===== src/rtl/bcd_timer_counter.sv =====
// Cascaded multi-digit BCD up/down counter with optional mm:ss digit and saturation.
// Latency: count and done update one clock after the qualifying inputs; tc/zero are combinational from count.
// Backpressure: none; en gates counting, loadn loads, clear resets; inputs are acted on every cycle.
module bcd_timer_counter #(
    parameter int DIGITS   = 4,
    parameter int SEC_MODE = 1,
    parameter int SATURATE = 1
) (
    input  logic                  clock,
    input  logic                  clear,
    input  logic                  en,
    input  logic                  loadn,
    input  logic                  up,
    input  logic [4*DIGITS-1:0]   data,
    output logic [4*DIGITS-1:0]   count,
    output logic                  tc,
    output logic                  zero,
    output logic                  done
);

    // Largest legal value for digit i: tens-of-seconds digit is mod-6 in mm:ss mode.
    function automatic logic [3:0] digit_max(input int i);
        if ((SEC_MODE != 0) && (DIGITS > 1) && (i == 1)) return 4'd5;
        return 4'd9;
    endfunction

    logic [4*DIGITS-1:0] max_val;     // all digits at their maximum (up terminal)
    logic [4*DIGITS-1:0] load_val;    // data with each digit clamped to its maximum
    logic [4*DIGITS-1:0] step_val;    // count after one ripple step in direction up
    logic [4*DIGITS-1:0] count_step;  // step_val, or count when saturated at terminal
    logic                at_term;     // count is terminal for the current direction
    logic                arrive;      // this step moves count from non-terminal to terminal
    logic                pending;     // terminal reached on previous edge; done fires next

    // Build the all-max constant and the clamped load value.
    always_comb begin
        max_val  = '0;
        load_val = '0;
        for (int i = 0; i < DIGITS; i++) begin
            max_val[4*i +: 4]  = digit_max(i);
            load_val[4*i +: 4] = (data[4*i +: 4] > digit_max(i)) ? digit_max(i) : data[4*i +: 4];
        end
    end

    // Ripple carry/borrow chain: a digit moves only when every lower digit is at its wrap point.
    always_comb begin
        logic       chain;
        logic [3:0] d;
        step_val = count;
        chain    = 1'b1;
        for (int i = 0; i < DIGITS; i++) begin
            d = count[4*i +: 4];
            if (chain) begin
                if (up) step_val[4*i +: 4] = (d == digit_max(i)) ? 4'd0 : 4'(d + 4'd1);
                else    step_val[4*i +: 4] = (d == 4'd0) ? digit_max(i) : 4'(d - 4'd1);
            end
            chain = chain & (up ? (d == digit_max(i)) : (d == 4'd0));
        end
    end

    // Terminal detection, saturation hold and arrival detection for the done pulse.
    always_comb begin
        at_term    = up ? (count == max_val) : (count == '0);
        count_step = ((SATURATE != 0) && at_term) ? count : step_val;
        arrive     = ~at_term & (up ? (step_val == max_val) : (step_val == '0));
    end

    assign tc   = en & at_term;
    assign zero = (count == '0);

    // State update: clear > load > count > hold; load, clear and idle cycles abort a pending done.
    always_ff @(posedge clock) begin
        if (clear) begin
            count   <= '0;
            done    <= 1'b0;
            pending <= 1'b0;
        end else if (!loadn) begin
            count   <= load_val;
            done    <= 1'b0;
            pending <= 1'b0;
        end else if (en) begin
            count   <= count_step;
            done    <= pending;
            pending <= arrive;
        end else begin
            done    <= 1'b0;
            pending <= 1'b0;
        end
    end

endmodule


===== config.mk =====
export PLATFORM = sky130hd
export DESIGN_NAME = bcd_timer_counter
export DESIGN_NICKNAME = d
export VERILOG_FILES = /design/src/rtl/bcd_timer_counter.sv
export SDC_FILE = /design/constraint.sdc
export NUM_CORES = 1
export LEC_CHECK = 0
export CAP_MARGIN = 15
export CORE_UTILIZATION = 46
export DETAILED_ROUTE_END_ITERATION = 12
export PLACE_DENSITY_LB_ADDON = 0.25
export SETUP_SLACK_MARGIN = 0.15
export SLEW_MARGIN = 20
export SYNTH_ARGS = -nofsm -noshare
export SYNTH_HDL_FRONTEND = slang
export SYNTH_SLANG_ARGS = --single-unit

===== constraint.sdc =====
create_clock -name clock -period 2.4 [get_ports clock]
set_clock_uncertainty 0.05 [all_clocks]
set_input_delay 0.48 -clock clock [delete_from_list [all_inputs] [get_ports clock]]
set_output_delay 0.48 -clock clock [all_outputs]
set_load 0.01 [all_outputs]

== Word level (Yosys, flattened, before mapping) ==
Index checks and enable logic that the tools add are counted.
Word-level totals
  bits in registers: 18
  bits of input ports: 21
  word-level logic and storage cells: 74
Cells by class
  $add $sub $neg: 8
  order comparisons: 4
  eq/ne operators: 9
  muxes and demuxes: 35
  bitwise gates (word level): 7
  reductions and logical operators: 8
Operators with widths (number)
  $mux 4: 23
  $mux 16: 3
  $eq 16x16->1 const B: 2
  $logic_not 16->1: 2
  $add 4x1->4 const B: 4
  $logic_not 4->1: 4
  $sub 4x1->4 const B: 4
  $eq 4x4->1 const B: 3
  $gt 4x4->1 const B: 3
  $mux 1: 9
  $and 1x1->1: 4
  $eq 4x3->1 const B: 1
  $eq 4x4->1: 1
  $gt 4x3->1 const B: 1
  $ne 2x2->1 const B: 2
  $not 1->1: 3
  $reduce_or 3->1: 1
  $reduce_and 2->1: 1

== Depth between registers and ports, before layout ==
Gate-level depths: netlist of run 1.
  depth in word-level cells: 13
  mapped depth: 8

== Worst setup path before layout of run 1 ==
Ideal clock, no wire load.
  path kind: input port to flip-flop
  start: in up
  end: reg count[1]
  library setup time: 0.128 ns
  arrival time: 2.113 ns
  data required time: 2.222 ns
  setup slack: 0.110 ns
  stages: 7
  path buffers: 2
  cell sequence: buf_2 or4_1 o221ai_1 buf_2 mux2_2 a22oi_1 nor2_1
Between the ends
  longest elaborated chain between the ends: 4
  elaborated cells on any way between the ends: 7
RTL lines
  start, declared: RTL line 13  | input logic up,
  $mux 4: RTL line 54  | if (up) step_val[4*i +: 4] = (d == digit_max(i)) ? 4'd0 : 4'(d + 4'd1);
  $mux 16: RTL line 64  | count_step = ((SATURATE != 0) && at_term) ? count : step_val;
  $mux 16: RTL line 81  | end else if (en) begin
  $mux 16: RTL line 77  | end else if (!loadn) begin
  end signal, assigned: RTL line 78  | count <= load_val;
  end signal, assigned: RTL line 82  | count <= count_step;
  end, declared: RTL line 15  | output logic [4*DIGITS-1:0] count,
Several ways; a longest one is shown, not always the timed one. The select of a mux whose other input is x is not followed.
A chain may end at the register's enable or synchronous reset.

== Final worst setup path of run 1 ==
  start: reg count[1]
  end: reg pending
Between the ends
  longest elaborated chain between the ends: 8
  elaborated cells on any way between the ends: 21
RTL lines
  $eq 4x4->1 / $logic_not 4->1 (equally long branches): RTL line 54, 57, 55
  $mux 1: RTL line 57  | chain = chain & (up ? (d == digit_max(i)) : (d == 4'd0));
  $and 1x1->1 (2 in series): RTL line 57
  $mux 4: RTL line 53  | if (chain) begin
  $eq 16x16->1 / $logic_not 16->1 (equally long branches): RTL line 65  | arrive = ~at_term & (up ? (step_val == max_val) : (step_val == '0));
  $mux 1: RTL line 65
  $and 1x1->1 *: RTL line 65
  end signal, assigned: RTL line 84  | pending <= arrive;
  end, declared: RTL line 33  | logic pending;
Mark *: on every way between the ends. The rest lies on a longest branch, timed or not.

==> results of run 1 <==
metrics by stage:
step	setup TNS (ns)	hold WS, ns	power (mW)
after CTS	0	0.399	1.05
final	-0.0218	0.404	1.10
after detailed placement	-5.29	0.377	0.780
after floorplan	0	0.352	0.581
after global placement	-4.68	0.391	0.775
after global routing	-0.0814	0.416	1.16
how the worst min path moves through the flow:
stage                             from              end  cells past startpoint  slack [ns]
floorplan           pending$_SDFF_PP0_  done$_SDFF_PP0_                      2        0.35
global placement    pending$_SDFF_PP0_  done$_SDFF_PP0_                      2        0.39
detailed placement  pending$_SDFF_PP0_  done$_SDFF_PP0_                      2        0.38
CTS                 pending$_SDFF_PP0_  done$_SDFF_PP0_                      2        0.40
global route        pending$_SDFF_PP0_  done$_SDFF_PP0_                      2        0.42
finish              pending$_SDFF_PP0_  done$_SDFF_PP0_                      2        0.40
registers in the layout, summed over array words and instances, names as in the netlist:
signal   count
count       16
done         1
pending      1
where the power goes:
part / switching (mW) / leakage, nW / internal [mW]
combinational: 0.253 / 0.854 / 0.251
clock: 0.109 / 0.0288 / 0.146
sequential: 0.0251 / 0.151 / 0.318
final cells by class:
class / instances / area (µm²) / area share, %
Sequential cell: 18 / 372 / 13.9
Clock buffer: 4 / 55.1 / 2.05
Multi-Input combinational cell: 194 / 1350 / 50.5
Inverter: 12 / 45.0 / 1.68
Timing Repair Buffer: 93 / 798 / 29.8
Tap cell: 46 / 57.6 / 2.15
worst max-delay path, cell delays in order, from the launching register on:
cell,delay [ns]
dfxtp_4,0.37
or4_4,0.55
a2111oi_4,0.30
buf_4,0.18
buf_4,0.10
nand3_1,0.08
a221oi_2,0.35
nand2_1,0.13
a2111oi_2,0.20
cell families (layout without fill, tap and decap cells):
logic type / count (synthesis) / after routing
AO/OA/AOI/OAI: 83 / 83
XOR/XNOR: 8 / 8
buffers and inverters: 37 / 109
flip-flops: 18 / 18
multiplexers: 4 / 4
AND/OR/NAND/NOR: 99 / 99
routing by layer:
layer / vias to the layer above / routed length, µm / global-route usage (%)
li1: 1071 / - / -
met1: 1088 / 2580 / 40.1
met2: 130 / 3030 / 47.4
met3: 26 / 467 / 4.71
met4: 0 / 203 / 10.8
met5: - / 0 / 0
layout by cell type, fill, tap and decap left out, types with 2 or more instances in the layout:
| master | n |
|---|---|
| a21o_1 | 2 |
| nor4_4 | 3 |
| dfxtp_2 | 3 |
| xnor2_1 | 6 |
| a211oi_1 | 5 |
| xor2_1 | 2 |
| a2bb2oi_1 | 2 |
| nor3_1 | 7 |
| a221oi_1 | 4 |
| and2_1 | 4 |
| o21ai_0 | 25 |
| o31ai_1 | 3 |
| buf_6 | 2 |
| or4_1 | 2 |
| or2_2 | 2 |
| nor4_1 | 4 |
| clkbuf_8 | 4 |
| nor3b_1 | 2 |
| o211ai_1 | 5 |
| nor3_2 | 2 |
| mux2_2 | 3 |
| o22ai_1 | 3 |
| dfxtp_4 | 2 |
| and3_1 | 4 |
| a21oi_1 | 11 |
| nand2_1 | 20 |
| a311oi_1 | 2 |
| buf_4 | 52 |
| clkdlybuf4s50_1 | 36 |
| nor2_1 | 24 |
| dfxtp_1 | 13 |
| a22oi_1 | 2 |
| inv_1 | 12 |
| nand4_1 | 5 |
| nand2b_1 | 3 |
| nand3_1 | 5 |
what timing repair did:
| action | 4_1_cts | 5_1_grt |
|---|---|---|
| buffers inserted | 2 | 5 |
| pin swaps | 8 | 10 |
| resized for setup | 15 | 26 |
| hold buffers | 0 | 0 |
| setup endpoints to repair | 19 | 11 |
==> results.sh, run 1 <==
export IMPL_place_area_um2=2420
export IMPL_clkTransAtPathRegs_ns=0.08
export IMPL_setup_slack_ns=-0.0218
export IMPL_final_cells=367
export IMPL_cp_max_fo=5
export IMPL_drive_gt1_share_pct=28.7
export IMPL_violations="negative setup slack"
export IMPL_synth_top_cell_area_share_pct=20.9
export IMPL_synth_edf_count=0
export IMPL_peakVddDrop_v=0.000265
export IMPL_synth_distinct_cells=56
export IMPL_drt_wl_total_mm=6.29
export IMPL_async_flop_share_pct=0
export IMPL_synth_seq_cells=18
export IMPL_cp_end_kind="register"
export IMPL_maxCapViolations=0
export IMPL_post_route_period_util_pct=101
export IMPL_firstDrtPassIters=5
export IMPL_cts_buffers_inserted=3
export IMPL_r2r_slack_ns=-0.02
export IMPL_start_util_pct=49.7
export IMPL_io_buffers=39
export IMPL_yosysWarnings=0
export IMPL_finish_utilization_pct=77.3
export IMPL_grt_total_usage_pct=29.7
export IMPL_core_area_um2=3470
export IMPL_drv_slew=0
export IMPL_place_congestion=0.913
export IMPL_placementRows=21
export IMPL_antennaDiodeCount=0
export IMPL_fin_area_um2=2680
export IMPL_dp_cells=356
export IMPL_outcome="complete, but fails checks"
export IMPL_regToRegEndpoint="pending$_SDFF_PP0_"
export IMPL_htreeDepth=1
export IMPL_boundaryPins=40
export IMPL_synth_compound_area_share_pct=34.4
export IMPL_yosysSeqAreaShare_pct=20.9
export IMPL_routed_via_count=2315
export IMPL_cts_sinks=18
export IMPL_place_ws_ns=-0.490
export IMPL_worst_r2r_cell_count=8
export IMPL_startpoint="count[1]$_SDFFE_PP0P_"
export IMPL_crit_path_start_kind="register"
export IMPL_synth_top_cell_by_area="dfxtp_1"
export IMPL_synthAdderAreaFrac_pct=0
export IMPL_setup_viol=1
export IMPL_syn_num_nets=270
export IMPL_critPathCapture="pending$_SDFF_PP0_"
export IMPL_min_period_ns=2.42
export IMPL_holdCritPathClass="register to register"
export IMPL_synth_simple_area_share_pct=29.3
export IMPL_final_hold_viol_count=0
export IMPL_leakage_nw=1.03
export IMPL_required_ns=2.51
export IMPL_fill_cells=252
export IMPL_synth_top_family_by_area="compound AO/OA/AOI/OAI gates"
export IMPL_synthTopCellsByArea="dfxtp_1 21%, o21ai_0 7.3%, nor2_1 5.4%"
export IMPL_fmax_ghz=0.413
export IMPL_drc=0
export IMPL_overflow=0
export IMPL_syn_area_per_cell_um2=6.92
export IMPL_grt_max_degree=23
export IMPL_dp_hpwl_mm=4.17
export IMPL_syn_instance_count=249
export IMPL_routedWlPerCell_um=17.1
export IMPL_die_h_um=63.2
export IMPL_worstMarginPinSlew_ns=0.502
export IMPL_clkLatencyLatePin_ns=0.26
export IMPL_cts_tree="yes"
export IMPL_fin_nets=343
export IMPL_antenna_found_initial=0
export IMPL_r2r_start="count[1]$_SDFFE_PP0P_"
export IMPL_final_antenna_net_count=0
export IMPL_p_per_area_nw_per_um2=411
export IMPL_synth_commonest_cells="25 x nor2_1, 25 x o21ai_0, 21 x nand2_1, 18 x dfxtp_1, 16 x clkbuf_1"
export IMPL_arrival_ns=2.53
export IMPL_ctsLongestPathBuffers=2
export IMPL_synthMuxAreaShare_pct=2.54
export IMPL_die_area_um2=3990
export IMPL_grt_pass1_wl_mm=9.38
export IMPL_synth_ff_type="dfxtp_1"
export IMPL_netlist_area_um2=1720
export IMPL_fp_dieW_um=63.2
export IMPL_vias_per_cell=6.31
export IMPL_root_buffer="clkbuf_8"
export IMPL_grt_pass1_vias=1959
export IMPL_area_delta_synth_final_pct=55.6
export IMPL_rsz0062_at_grt="true"
export IMPL_criticalPathCategory="register to register"
export IMPL_drtIter0Drc=313
export IMPL_synthXorXnorAreaFrac_pct=4.07
export IMPL_slew_headroom_pct=65.7
Power figures use the tool's default switching activity.
==> run 2: changes to the inputs <==
Settings changed: SLEW_MARGIN 20 to unset.
==> results of run 2 <==
No change in the layout: final DEF, timing and power equal those of run 1.
